--- src/rtl/kit_voice_mixer_scheduler.sv ---
// Mixer/scheduler that time-shares the codec write port among NUM_VOICES voices:
// per frame it collects one sample from every masked voice in index order and writes the saturated sum.
module kit_voice_mixer_scheduler #(
    parameter int NUM_VOICES = 6,
    parameter int SAMPLE_W   = 10,
    parameter int TIMEOUT    = 255
) (
    input  logic                           clock,
    input  logic                           reset,
    input  logic [NUM_VOICES-1:0]          voice_active,
    input  logic [NUM_VOICES-1:0]          voice_req,
    input  logic [NUM_VOICES*SAMPLE_W-1:0] voice_sample,
    output logic [NUM_VOICES-1:0]          voice_grant,
    input  logic                           audio_out_allowed,
    output logic                           write_audio_out,
    output logic [SAMPLE_W-1:0]            audio_out,
    output logic                           clear_buffer,
    output logic                           underrun
);

    localparam int IDX_W = (NUM_VOICES > 1) ? $clog2(NUM_VOICES) : 1;
    localparam int ACC_W = SAMPLE_W + $clog2(NUM_VOICES) + 1;
    localparam int CNT_W = (TIMEOUT > 2) ? $clog2(TIMEOUT) : 1;
    localparam logic [IDX_W-1:0] LAST_IDX   = IDX_W'(NUM_VOICES - 1);
    localparam logic [CNT_W-1:0] WAIT_LIMIT = CNT_W'(TIMEOUT - 1);
    localparam logic signed [ACC_W-1:0] SAT_MAX = {{(ACC_W-SAMPLE_W+1){1'b0}}, {(SAMPLE_W-1){1'b1}}};
    localparam logic signed [ACC_W-1:0] SAT_MIN = {{(ACC_W-SAMPLE_W+1){1'b1}}, {(SAMPLE_W-1){1'b0}}};

    typedef enum logic [1:0] {
        S_IDLE    = 2'd0,
        S_COLLECT = 2'd1,
        S_WRITE   = 2'd2
    } state_t;

    state_t                   r_state;
    logic [IDX_W-1:0]         r_idx;
    logic signed [ACC_W-1:0]  r_acc;
    logic [CNT_W-1:0]         r_wait_cnt;
    logic [NUM_VOICES-1:0]    r_frame_mask;
    logic [SAMPLE_W-1:0]      r_audio_out;
    logic                     r_clear;
    logic                     r_underrun;
    logic                     r_any_active;

    logic [SAMPLE_W-1:0]      w_sample;
    logic signed [ACC_W-1:0]  w_sample_ext;
    logic signed [ACC_W-1:0]  w_acc_sum;
    logic                     w_mask_bit;
    logic                     w_take;
    logic                     w_timeout;
    logic                     w_last;
    logic [NUM_VOICES-1:0]    w_grant;

    // Clamp the wide accumulator into the signed output range.
    function automatic logic [SAMPLE_W-1:0] sat_fn(input logic signed [ACC_W-1:0] v);
        logic [SAMPLE_W-1:0] res;
        if (v > SAT_MAX) begin
            res = {1'b0, {(SAMPLE_W-1){1'b1}}};
        end else if (v < SAT_MIN) begin
            res = {1'b1, {(SAMPLE_W-1){1'b0}}};
        end else begin
            res = v[SAMPLE_W-1:0];
        end
        return res;
    endfunction

    // Select the current voice's sample with an AND-OR mux over the packed bus.
    always_comb begin
        w_sample = '0;
        for (int i = 0; i < NUM_VOICES; i++) begin
            w_sample = w_sample |
                       ({SAMPLE_W{r_idx == IDX_W'(i)}} & voice_sample[i*SAMPLE_W +: SAMPLE_W]);
        end
    end

    assign w_sample_ext = {{(ACC_W-SAMPLE_W){w_sample[SAMPLE_W-1]}}, w_sample};
    assign w_acc_sum    = r_acc + w_sample_ext;
    assign w_mask_bit   = r_frame_mask[r_idx];
    assign w_take       = (r_state == S_COLLECT) & w_mask_bit & voice_req[r_idx];
    // A request arriving on the timeout cycle wins, so timeout requires no request.
    assign w_timeout    = (r_state == S_COLLECT) & w_mask_bit & ~voice_req[r_idx] &
                          (r_wait_cnt == WAIT_LIMIT);
    assign w_last       = (r_idx == LAST_IDX);

    // One-hot grant to the voice being collected; suppressed while reset is held.
    always_comb begin
        w_grant = '0;
        if (!reset && w_take) begin
            w_grant[r_idx] = 1'b1;
        end else begin
            w_grant = '0;
        end
    end

    assign voice_grant     = w_grant;
    assign write_audio_out = (r_state == S_WRITE) & audio_out_allowed & ~reset;
    assign audio_out       = r_audio_out;
    assign clear_buffer    = r_clear;
    assign underrun        = r_underrun;

    // Frame FSM, accumulator, and the registered pulse outputs.
    always_ff @(posedge clock) begin
        if (reset) begin
            r_state      <= S_IDLE;
            r_idx        <= '0;
            r_acc        <= '0;
            r_wait_cnt   <= '0;
            r_frame_mask <= '0;
            r_audio_out  <= '0;
            r_clear      <= 1'b0;
            r_underrun   <= 1'b0;
            r_any_active <= 1'b0;
        end else begin
            r_any_active <= |voice_active;
            r_clear      <= r_any_active & ~(|voice_active);
            r_underrun   <= 1'b0;
            case (r_state)
                S_IDLE: begin
                    if (|voice_active) begin
                        r_frame_mask <= voice_active;
                        r_idx        <= '0;
                        r_acc        <= '0;
                        r_wait_cnt   <= '0;
                        r_state      <= S_COLLECT;
                    end
                end
                S_COLLECT: begin
                    if (!w_mask_bit || w_take || w_timeout) begin
                        r_wait_cnt <= '0;
                        if (w_take) begin
                            r_acc <= w_acc_sum;
                        end
                        if (w_timeout) begin
                            r_underrun <= 1'b1;
                        end
                        if (w_last) begin
                            r_audio_out <= sat_fn(w_take ? w_acc_sum : r_acc);
                            r_state     <= S_WRITE;
                        end else begin
                            r_idx <= r_idx + IDX_W'(1);
                        end
                    end else begin
                        r_wait_cnt <= r_wait_cnt + CNT_W'(1);
                    end
                end
                S_WRITE: begin
                    if (audio_out_allowed) begin
                        r_state <= S_IDLE;
                    end
                end
                default: begin
                    r_state <= S_IDLE;
                end
            endcase
        end
    end

endmodule

--- config.mk ---
export PLATFORM = sky130hd
export DESIGN_NAME = kit_voice_mixer_scheduler
export DESIGN_NICKNAME = d
export VERILOG_FILES = /design/src/rtl/kit_voice_mixer_scheduler.sv
export SDC_FILE = /design/constraint.sdc
export NUM_CORES = 1
export LEC_CHECK = 0
export ABC_AREA = 1
export CORE_UTILIZATION = 40
export CTS_CLUSTER_SIZE = 14
export DETAILED_ROUTE_END_ITERATION = 7
export PLACE_DENSITY_LB_ADDON = 0.1
export SETUP_SLACK_MARGIN = 0.2
export SYNTH_ARGS = -nofsm -noshare
export SYNTH_HDL_FRONTEND = slang
export SYNTH_SLANG_ARGS = --single-unit
--- constraint.sdc ---
create_clock -name clock -period 3.57 [get_ports clock]
set_clock_uncertainty 0.1 [all_clocks]
set_input_delay 0.714 -clock clock [delete_from_list [all_inputs] [get_ports clock]]
set_output_delay 0.714 -clock clock [all_outputs]
set_load 0.05 [all_outputs]
## Word-level counts from Yosys, hierarchy flattened

Cells that the tools add are included.

| cells by class | value |
|---|---|
| reductions and logical operators | 17 |
| eq/ne operators | 13 |
| $add $sub $neg | 3 |
| $lt $le $gt $ge | 4 |
| bitwise operators | 23 |
| mux-type cells | 26 |

Operator list:

| kind | number |
|---|---|
| bitwise AND 10 bit | 6 |
| OR 10 bit | 5 |
| two-way mux 14 bit | 3 |
| case mux 14 bit (2 select lines) | 1 |
| two-way mux 10 bit | 2 |
| two-way mux 8 bit | 2 |
| case mux 8 bit (2 select lines) | 1 |
| adder 14 x 10 -> 14 bit | 1 |
| > comparator 14 x 10 -> 1 bit (second input constant) | 1 |
| < comparator 14 x 10 -> 1 bit (second input constant) | 1 |
| two-way mux 3 bit | 3 |
| adder 8 x 1 -> 8 bit (second input constant) | 1 |
| equality test 8 bit (second input constant) | 1 |
| two-way mux 2 bit | 4 |
| inequality test 2 bit (second input constant) | 4 |
| AND reduction 4 bit | 2 |
| bitwise AND 1 bit | 7 |
| binary-select mux 1 bit (select 3 bit) | 2 |
| equality test 3 x 2 -> 1 bit (second input constant) | 2 |
| equality test 3 bit (second input constant) | 2 |
| two-way mux 6 bit | 1 |
| case mux 2 bit (3 select lines) | 1 |
| case mux 3 bit (2 select lines) | 1 |
| AND reduction 3 bit | 2 |
| 19 further kinds | 30 |

| word-level totals | value |
|---|---|
| word-level logic and storage cells | 95 |
| register bits after elaboration | 46 |
| bits of input ports | 75 |
| output and inout bits | 19 |

## Longest topological paths before layout

| depth | value |
|---|---|
| word-level depth | 12 |
| gate-level depth with buffers | 26 |
| gate-level depth less buffers | 25 |

## Least setup slack after synthesis

No wires, ideal clock.

| timing | value |
|---|---|
| path kind | in2out |
| from | input voice_req[2] |
| to | output voice_grant[0] |
| stages on the path | 11 |
| buffers on the path | 1 |
| slack | -0.200 ns |
| data required time | 2.756 ns |
| arrival | 2.956 ns |
| path through | inv_1 -> nand2_1 -> nand2_1 -> nand2_1 -> nand2_1 -> nand2_1 -> nand3_2 -> nor2_4 -> buf_6 -> nand2_1 -> nor4_1 |

| between the ends | value |
|---|---|
| longest elaborated chain between the ends | 5 |

Ends and longest elaborated chain:

| item | RTL line | RTL |
|---|---|---|
| from (decl) | 11 | `input logic [NUM_VOICES-1:0] voice_req,` |
| binary-select mux 1 bit (select 3 bit) | 79 | `assign w_take = (r_state == S_COLLECT) & w_mask_bit & voice_req[r_idx];` |
| two-way mux 1 bit (not written as such) | 79 |  |
| bitwise AND 1 bit | 79 |  |
| logical AND 1 bit | 88 | `if (!reset && w_take) begin` |
| two-way mux 6 bit | 88 |  |
| to (decl) | 13 | `output logic [NUM_VOICES-1:0] voice_grant,` |

Every way passes these cells. The select of a mux whose other input is x is not followed.

## Final worst setup path

| timing | value |
|---|---|
| from | input voice_sample[18] |
| to | register r_audio_out[2], in the netlist audio_out[2] |

| between the ends | value |
|---|---|
| longest elaborated chain between the ends | 11 |
| elaborated cells on any way between the ends | 12 |
| those cells by class | add/sub: 1; order compare: 2; mux: 3; bitwise: 6 |

Ends and longest elaborated chain:

| item | RTL line | RTL |
|---|---|---|
| from (decl) | 12 | `input logic [NUM_VOICES*SAMPLE_W-1:0] voice_sample,` |
| bitwise AND 10 bit * | 72 | `({SAMPLE_W{r_idx == IDX_W'(i)}} & voice_sample[i*SAMPLE_W +: SAMPLE_W]);` |
| OR 10 bit * (5 in series) | 71 | `w_sample = w_sample \|` |
| adder 14 x 10 -> 14 bit * | 77 | `assign w_acc_sum = r_acc + w_sample_ext;` |
| two-way mux 14 bit * | - |  |
| < comparator 14 x 10 -> 1 bit | 59 | `end else if (v < SAT_MIN) begin` |
| two-way mux 10 bit | 59 |  |
| two-way mux 10 bit * | 57 | `if (v > SAT_MAX) begin` |
| to (signal assigned) | 137 | `r_audio_out <= sat_fn(w_take ? w_acc_sum : r_acc);` |
| to (decl) | 40 | `logic [SAMPLE_W-1:0] r_audio_out;` |

Mark *: on every way between the ends. The rest lies on a longest branch, timed or not.
A chain may end at the register's enable or synchronous reset.

==> impl_metrics.py <==
metrics = {
    "run_status": {
        "run_status": "completed",
    },
    "setup_path": {
        "required_ns": 3.67,
        "timing.critical_path.max_delay_family": "simple AND/OR/NAND/NOR gates",
        "critical_path.endpoint_type": "flip-flop",
        "worst_path_largest_cell_delay_ns": 0.40,
        "crit_chain": "clkdlybuf4s50_1, nand2_1, nand2_1, a221oi_2, nand3_2, ha_4, nand2_1, inv_1, a21oi_2, nand3_1, nand2_1, nand2_1, nand2_1, nand2_2, nor2_2, nand3_2, a21oi_4, a21oi_2",
        "path_max_fanout": 5,
        "critPathLaunch": "voice_sample[18]",
        "worst_setup_path_start_kind": "input port",
        "timing_worst_setup_path_type": "input port to flip-flop",
        "timing.critical_path.slowest_stage_cell": "sky130_fd_sc_hd__clkdlybuf4s50_1",
        "cp_common_cell": "sky130_fd_sc_hd__nand2_1",
        "timing.reg2reg.setup_slack_ns": 0.34,
        "timing.critical_path.arrival_ns": 3.34,
        "number_of_buffer_and_inverter_stages_on_the_critical_path": 2,
        "worstReg2RegStart": "r_idx[0]$_SDFFE_PP0P_",
    },
    "job": {
        "drv_cap": 0,
    },
    "global_route": {
        "grt_antenna_before_repair": 0,
        "met2_routing_resource_usage_after_global_routing": 0.444,
        "global_route.peak_usage_layer": "met2",
        "via_count_of_the_first_global_routing_pass": 3871,
        "grt_use_total": 0.239,
        "gr-usage-met1": 0.280,
        "grt_start_max_net_pins": 31,
        "grt_pass1_wl_mm": 17.0,
        "fraction_of_met3_tracks_used_by_global_routing": 0.0324,
        "gr-total-overflow": 0,
    },
    "finish": {
        "post-route-util": 0.653,
        "insertedDiodeCount": 0,
        "mostFrequentLayoutCells": "sky130_fd_sc_hd__nand2_1 (192), sky130_fd_sc_hd__clkdlybuf4s50_1 (84), sky130_fd_sc_hd__inv_1 (55)",
        "final_common_cell": "sky130_fd_sc_hd__nand2_1",
        "finish.instance_area_um2": 5450,
        "post_route_cells_drive_above_1_share": 0.223,
        "design.final.nets": 786,
        "layout-area-overhead-vs-synth_pct": 55.1,
    },
    "pwr": {
        "total_power_uw": 1380,
        "power.leakage_uw": 0.00235,
        "worst_ir_drop_vdd_uv": 282,
        "power.density_nw_per_um2": 254,
    },
    "die": {
        "core_region_area_um2": 8340,
        "die_area_um2": 9170,
        "initial_utilization": 0.421,
        "placement_rows": 33,
        "die-height_um": 95.7,
        "dieWidth_um": 95.7,
        "io-pin-count": 94,
    },
    "synthesis": {
        "yosys_warnings": 0,
        "dominantRegCellSynth": "sky130_fd_sc_hd__dfxtp_1",
        "synth.largest_area_cell": "sky130_fd_sc_hd__dfxtp_1",
        "syn_nets": 662,
        "synthesis.instances": 565,
        "synth-seq-area-share": 0.262,
        "netlist-cell-type-count": 40,
        "async_set_or_reset_flop_fraction_in_the_synthesized_netlist": 0,
        "synth-edff-count": 0,
        "syn_std_cell_area_um2": 3510,
        "postSynthAreaPerCell_um2": 6.22,
        "ys_seq_elements": 46,
        "synth_top_area_share": 0.262,
        "cells_taking_the_most_area_after_synthesis": "sky130_fd_sc_hd__dfxtp_1 (26%), sky130_fd_sc_hd__nand2_1 (22%), sky130_fd_sc_hd__ha_1 (7.5%), sky130_fd_sc_hd__inv_1 (6.6%), sky130_fd_sc_hd__a21oi_1 (6.0%)",
    },
    "placed_design": {
        "dpl_cell_area_um2": 4760,
        "detailedPlacementHpwl_mm": 7.98,
        "numPortBuffers": 93,
        "routabilityCongestion": 0.875,
        "dp_worst_slack_ns": -0.0573,
    },
    "drt": {
        "post_dr_wirelength_cell_um": 13.9,
        "vias_per_cell": 5.08,
        "final_antenna_net_count": 0,
        "drtPass1Iterations": 4,
        "drtIter0Drc": 167,
        "vias": 4042,
        "remaining_drc_errors": 0,
        "routed_wl_mm": 11.0,
    },
    "cts": {
        "cts_max_path_buffers": 2,
        "tritoncts.num_buffers": 5,
        "clock_latency_ns": 0.31,
        "tritoncts": "built",
        "htreeDepth": 2,
        "cts.sink_count": 46,
        "worst_setup_hold_path_clk_slew_ns": 0.08,
        "clock_tree_root": "sky130_fd_sc_hd__clkbuf_8",
    },
    "sta": {
        "setup_tns_ns": 0,
        "fin_ws_ns": 0.325,
        "unrepaired_setup_endpoints_after_global_routing": "no",
        "drv_slew": 0,
        "slew_headroom": 0.638,
        "setup_viol_count_final": 0,
        "transition_time_at_the_pin_with_the_least_slew_margin_ns": 0.541,
        "final_period_minus_worst_setup_slack_ns": 3.24,
        "period_share": 0.909,
        "timing.final.hold_violations": 0,
        "fmax_mhz": 308,
    },
    "worst_hold_path": {
        "timing.hold.worst.class": "flip-flop to flip-flop",
        "timing.hold.worst.start": "r_any_active$_SDFF_PP0_",
    },
}
-- where the power goes --
group | internal, µW | switching (µW) | total (µW)
registers | 523 | 9.69 | 533
clock network | 208 | 189 | 398
logic | 210 | 242 | 452
total | 941 | 441 | 1380
-- stage by stage --
stage	hold slack, ns	std cells
after floorplan	0.310	565
after global placement	0.319	776
after detailed placement	0.325	776
after CTS	0.335	785
after global routing	0.355	795
final	0.328	795
-- state kept, by name (all words and copies together), names as in the netlist --
signal	count
r_idx	3
r_state	2
audio_out	10
r_acc	14
clear_buffer	1
r_wait_cnt	8
underrun	1
r_any_active	1
r_frame_mask	6
-- cell usage after synthesis, drive strengths merged, types with 2 or more instances --
master / instances
a21oi: 43
a221oi: 9
a22o: 2
buf: 8
clkbuf: 6
dfxtp: 46
ha: 21
inv: 69
nand2: 212
nand3: 33
nand3b: 2
nand4: 8
nor2: 46
nor3: 4
nor4: 8
o21ai: 27
xnor2: 5
xor2: 6
-- timing repair --
item	in CTS	in global routing
setup buffers	0	6
gates cloned	1	4
gates resized for setup	9	99
pin swaps	1	33
setup endpoints to repair	10	20
hold buffers	0	0
-- cell type report --
class,count,area [µm²]
Clock inverter,3,45.0
Fill cell,711,2890
Timing Repair Buffer,126,1260
Sequential cell,46,932
Inverter,69,269
Multi-Input combinational cell,441,2750
Tap cell,105,131
Clock buffer,5,68.8
-- routing by layer --
metal / part of all wire / up-vias
met1: 0.43 / 1852
met2: 0.52 / 77
met3: 0.033 / 17
met4: 0.021 / 0
li1: - / 2096
met5: 0 / -
-- final timing paths --
path,to,depth (start not counted)
worst max-delay path,audio_out[2]$_SDFFE_PP0P_,18
worst min-delay path,clear_buffer$_SDFF_PP0_,2
worst max register to register,audio_out[2]$_SDFFE_PP0P_,19
worst min register to register,clear_buffer$_SDFF_PP0_,2
-- logic make-up (layout without fill, tap and decap cells) --
group / count (synthesis) / count (layout) / synth area share
AND/OR/NAND/NOR: 315 / 319 / 0.382
AO/OA/AOI/OAI: 87 / 88 / 0.147
buffers and inverters: 83 / 203 / 0.0986
flip-flops: 46 / 46 / 0.262
adder cells (fa/ha/maj): 22 / 22 / 0.0805
XOR/XNOR: 11 / 11 / 0.0274
multiplexers: 1 / 1 / 0.00285
-- tightest hold or removal path: stages, from the launching register on --
cell                      delay (ns)
sky130_fd_sc_hd__dfxtp_1        0.30
sky130_fd_sc_hd__nand2_1        0.05
sky130_fd_sc_hd__nor2_1         0.04
Power figures use the tool's default switching activity.
